**config.mk**
```make
export PLATFORM = sky130hd
export DESIGN_NAME = int_ctrl
export DESIGN_NICKNAME = d
export VERILOG_FILES = /design/src/rtl/cp0_pkg.sv /design/src/rtl/irq_sync.sv /design/src/rtl/int_ctrl.sv
export SDC_FILE = /design/constraint.sdc
export NUM_CORES = 1
export LEC_CHECK = 0
export ABC_AREA = 1
export ABC_CLOCK_PERIOD_IN_PS = 2100
export BUFFER_PORTS_ARGS = -buffer_cell sky130_fd_sc_hd__buf_2
export CELL_PAD_IN_SITES_DETAIL_PLACEMENT = 0
export CELL_PAD_IN_SITES_GLOBAL_PLACEMENT = 1
export CORE_MARGIN = 2
export CORE_UTILIZATION = 33
export CTS_BUF_LIST = sky130_fd_sc_hd__clkbuf_8
export DETAILED_ROUTE_END_ITERATION = 8
export GPL_TIMING_DRIVEN = 0
export HOLD_SLACK_MARGIN = 0.15
export PLACE_DENSITY_LB_ADDON = 0.1
export SLEW_MARGIN = 30
export SYNTH_ARGS = -nofsm -noshare
export SYNTH_HDL_FRONTEND = slang
export SYNTH_SLANG_ARGS = --single-unit
```
**constraint.sdc**
```tcl
create_clock -name clk -period 2.1 [get_ports clk]
set_input_delay 0.42 -clock clk [delete_from_list [all_inputs] [get_ports clk]]
set_output_delay 0.42 -clock clk [all_outputs]
set_load 0.01 [all_outputs]
```
**src/rtl/cp0_pkg.sv**
```systemverilog
// cp0_pkg: exception codes, Status bit positions and nest-depth sizing shared by cp0 and int_ctrl
package cp0_pkg;
    typedef enum logic [4:0] {
        EXC_INT     = 5'd0,
        EXC_SYSCALL = 5'd8,
        EXC_BREAK   = 5'd9,
        EXC_TEQ     = 5'd13
    } exc_code_t;
    localparam int STATUS_IE = 0;
    localparam int STATUS_IM = 8;
    localparam int DEPTH_W = 3;
    localparam logic [DEPTH_W-1:0] DEPTH_MAX = '1;
endpackage

```
**src/rtl/irq_sync.sv**
```systemverilog
// irq_sync: two-flop synchronizer plus rising-edge detector for one interrupt line
module irq_sync (
    input  logic clk,
    input  logic rst,
    input  logic irq,
    output logic rise
);
    logic s1, s2, prev;
    logic [2:0] warm;
    // warm fills with ones after reset so the history flop holds a real sample
    // before edges are reported; a line held high across reset is not an edge
    always_ff @(posedge clk or posedge rst)
        if (rst) begin
            s1   <= 1'b0;
            s2   <= 1'b0;
            prev <= 1'b0;
            warm <= '0;
        end else begin
            s1   <= irq;
            s2   <= s1;
            prev <= s2;
            warm <= {warm[1:0], 1'b1};
        end
    assign rise = s2 & ~prev & warm[2];
endmodule

```
**src/rtl/int_ctrl.sv**
```systemverilog
// int_ctrl: trap/interrupt arbitration, pending tracking and nest-depth bookkeeping for CP0
module int_ctrl
    import cp0_pkg::*;
#(
    parameter int NIRQ = 5
) (
    input  logic            clk,
    input  logic            rst,
    input  logic [NIRQ-1:0] irq,
    input  logic            syscall,
    input  logic            brk,
    input  logic            teq,
    input  logic            teq_eq,
    input  logic            eret_in,
    input  logic [31:0]     status,
    output logic            exception,
    output logic [4:0]      cause,
    output logic            eret,
    output logic [NIRQ-1:0] ip,
    output logic [NIRQ-1:0] irq_taken,
    output logic            in_handler,
    output logic            nest_err
);
    logic [NIRQ-1:0] rise, pending, elig, grant;
    logic [DEPTH_W-1:0] depth;
    logic trap, take_int;
    for (genvar i = 0; i < NIRQ; i++) begin : g_sync
        irq_sync u_sync (.clk(clk), .rst(rst), .irq(irq[i]), .rise(rise[i]));
    end
    // arbitration: traps beat interrupts, eret blocks interrupts, lowest eligible line wins
    always_comb begin
        trap       = ~rst & (syscall | brk | (teq & teq_eq));
        elig       = pending & status[STATUS_IM +: NIRQ] & {NIRQ{status[STATUS_IE] & ~in_handler}};
        grant      = elig & (-elig);
        take_int   = ~rst & ~trap & ~eret_in & (|elig);
        irq_taken  = take_int ? grant : '0;
        exception  = trap | take_int;
        cause      = ~trap ? EXC_INT : syscall ? EXC_SYSCALL : brk ? EXC_BREAK : EXC_TEQ;
        in_handler = depth != '0;
        ip         = pending;
        eret       = eret_in;
    end
    // pending set-wins, saturating nest depth and sticky nesting error
    always_ff @(posedge clk or posedge rst)
        if (rst) begin
            pending  <= '0;
            depth    <= '0;
            nest_err <= 1'b0;
        end else begin
            pending  <= (pending & ~irq_taken) | rise;
            depth    <= (exception & ~eret_in) ? ((depth == DEPTH_MAX) ? depth : depth + 1'b1)
                      : (eret_in & ~exception) ? ((depth == '0) ? depth : depth - 1'b1)
                      : depth;
            nest_err <= nest_err | (exception & (depth == DEPTH_MAX)) | (eret_in & (depth == '0));
        end
endmodule

```
==> flow_summary.yaml <==
sta:
  finalSetupTns_ns: 0
  setup_slack_ns: 0.0171
  setup_viol: 0
  slew-limit-headroom: 0.583
  clock_skew_ns: 0.00324
  rsz0062_at_grt: "yes"
  finalHoldViolCount: 0
  max_freq_ghz: 0.480
  slew_viol_final: 0
  period_share: 0.992
  post-route-min-period_ns: 2.08
  tightest_slew_ns: 0.622
  timing.hold.ws_ns: 0.149
worst_setup_path:
  crit_fanout: 4
  startpoint: "depth[0]"
  rrSetupSlack_ns: 0.08
  crit_type: "reg2out"
  r2r-start: "depth[0]"
  cp.depth: 9
  required_ns: 1.68
  crit_top_cell: "nand2_4"
  crit_family: "simple AND/OR/NAND/NOR gates"
  rr_endpoint: "depth[2]"
  worstPathBufferInverterCount: 2
  endpoint: "irq_taken[0]"
  slowest_stage: "dfrtp_2"
  cp_cell_sequence: "nor2_4 > nand2_4 > nor2_8 > o21ai_4 > nand3_2 > nand2_4 > buf_4 > nor2_1 > buf_2"
  endpoint_kind: "output pin"
  start_kind: "register"
  cpPeakStageDelay_ns: 0.43
  ff2ff_path_depth: 15
  crit_arrival_ns: 1.66
synthesis:
  synth_cells: 120
  synth_commonest_cells: "dfrtp_1, nand2_1, nor2_1"
  yosys.area.top_type_share: 0.566
  async_reset_ff_frac: 1.00
  ys_seq_area_frac: 0.566
  ys_ff_latch: 27
  syn_avg_cell_area_um2: 9.95
  synth_area_leaders: "dfrtp_1, nand2_1, nand2_4"
  syn-cell-area_um2: 1190
  synth_edf_count: 0
  yosysTopAreaCell: "dfrtp_1"
  synthFlopType: "dfrtp_1"
  synth_cell_types: 25
  yosysWarnings: 0
route:
  first_pass_iters: 4
  antenna_left: 0
  drc: 0
  drt_iter0_markers: 34
  totalWireLength_mm: 2.25
  vias_per_cell: 4.01
  wl_per_cell_um: 10.3
  vias: 879
floorplanning:
  rows: 21
  io_pins: 63
  initial_utilization: 0.349
  core-area_um2: 3420
  die_h_um: 64.1
  die_w_um: 64.1
  dieArea_um2: 4110
cells_and_area:
  n_antenna_cell: 0
  drive_above_1_share: 0.491
  fin_nets: 219
  syn2layout_area_growth_pct: 35.0
pwr:
  p_clk_frac: 0.215
  sw_frac_of_total: 0.324
  internal_power_w: 0.000946
  power_switching_w: 0.000453
  p_seq_frac: 0.440
  peakVddDrop_v: 0.000600
  p_comb_frac: 0.345
  p_leak_nw: 0.851
  power.density_nw_per_um2: 868
  power_w: 0.00140
cts:
  cts_buffers: 3
  clk_pin_slew_ns: 0.09
  root_buffer: "clkbuf_8"
  clock_latency_ns: 0.27
  cts_num_sinks: 27
  cts_max_level: 1
  cts_tree: "done"
  cts.path.max_buffers: 2
place:
  port_buffers: 34
  dpl_worst_slack_ns: -0.204
  gp_congestion: 0.746
  hpwl_mm: 1.59
global_route:
  grt_pass1_vias: 853
  grt_max_degree: 18
  grt_usage: 0.118
  antenna_found_initial: 0
  grt_pass1_wl_mm: 3.79
  gr-total-overflow: 0
flow_run:
  maxCapViolations: 0
outcome:
  outcome: "complete, no violations"
min_path:
  hold_path_class: "in2async"
## routing by layer
metal	GRT usage	wire (µm)	vias up
met2	0.177	1080	19
met4	0.0399	24	0
met1	0.160	1020	388
met5	0	0	-
li1	-	-	470
met3	0.0405	121	2
## power by group through the flow
stage	registers [W]	clock network, W	logic [W]
after detailed placement	0.000629	0	0.000342
final	0.000616	0.000300	0.000483
after CTS	0.000614	0.000315	0.000443
after global placement	0.000628	0	0.000341
after floorplan	0.000620	0	0.000266
after global routing	0.000622	0.000340	0.000534
## metrics by stage
stage / util / area (µm²) / instances
2_1_floorplan: - / 1200 / 121
3_3_place_gp: 0.418 / 1430 / 201
3_5_place_dp: 0.418 / 1430 / 201
4_1_cts: 0.458 / 1570 / 215
5_1_grt: 0.472 / 1610 / 219
6_report: 0.472 / 1610 / 219
## worst min path at each step
stage | startpoint | endpoint | slack [ns] | cells after the start
global placement | g_sync[0].u_sync.s1 | g_sync[0].u_sync.s2 | 0.33 | 0
detailed placement | g_sync[4].u_sync.s1 | g_sync[4].u_sync.s2 | 0.33 | 0
floorplan | rst | depth[0] | 0.32 | 1
global route | rst | g_sync[4].u_sync.s2 | 0.16 | 2
finish | rst | ip[4] | 0.15 | 2
CTS | rst | ip[4] | 0.15 | 2
## logic make-up (layout without fill, tap and decap cells)
family / count (synthesis) / after routing / share of synthesized area
adder cells (fa/ha/maj): 1 / 1 / 0.0168
flip-flops: 27 / 27 / 0.566
AND/OR/NAND/NOR: 58 / 58 / 0.264
other: 2 / 3 / 0.00629
AO/OA/AOI/OAI: 9 / 9 / 0.0566
buffers and inverters: 22 / 74 / 0.0828
XOR/XNOR: 1 / 1 / 0.00734
## cell usage in the layout, fill, tap and decap left out, types with 2 or more instances in the layout
| cell type | netlist | routed |
|---|---|---|
| buf_2 | 0 | 33 |
| nand2_1 | 27 | 26 |
| dfrtp_1 | 27 | 24 |
| buf_4 | 4 | 17 |
| nor2_1 | 10 | 10 |
| inv_1 | 9 | 7 |
| inv_2 | 5 | 5 |
| nand2_2 | 4 | 5 |
| nand2_4 | 4 | 4 |
| nand3_1 | 4 | 4 |
| o21ai_1 | 4 | 4 |
| clkinv_1 | 3 | 3 |
| nand3_2 | 3 | 3 |
| conb_1 | 2 | 3 |
| clkbuf_8 | 0 | 3 |
| dfrtp_2 | 0 | 3 |
| o21ai_4 | 1 | 2 |
| nand4_1 | 2 | 2 |
| a22o_1 | 2 | 2 |
## repair_timing
item,CTS,global route
hold buffers,0,0
setup buffers,9,4
pin swaps,4,4
gates resized for setup,5,5
cloned,1,0
endpoints found under the setup margin,9,8
## sequential cells by signal, summed over array words and instances, names as in the netlist
register / cells
depth: 3
g_sync.u_sync.prev: 5
g_sync.u_sync.s1: 5
g_sync.u_sync.s2: 5
g_sync.u_sync.warm: 3
ip: 5
nest_err: 1
## layout make-up
class	count	area [µm²]
Timing Repair inverter	1	5.00
Clock buffer	3	41.3
Buffer	4	30.0
Tap cell	46	57.6
Inverter	18	75.1
Sequential cell	27	679
Timing Repair Buffer	47	274
Clock inverter	1	8.76
Fill cell	361	1800
Multi-Input combinational cell	72	440
Note: power is estimated with default switching activity, not from simulation.
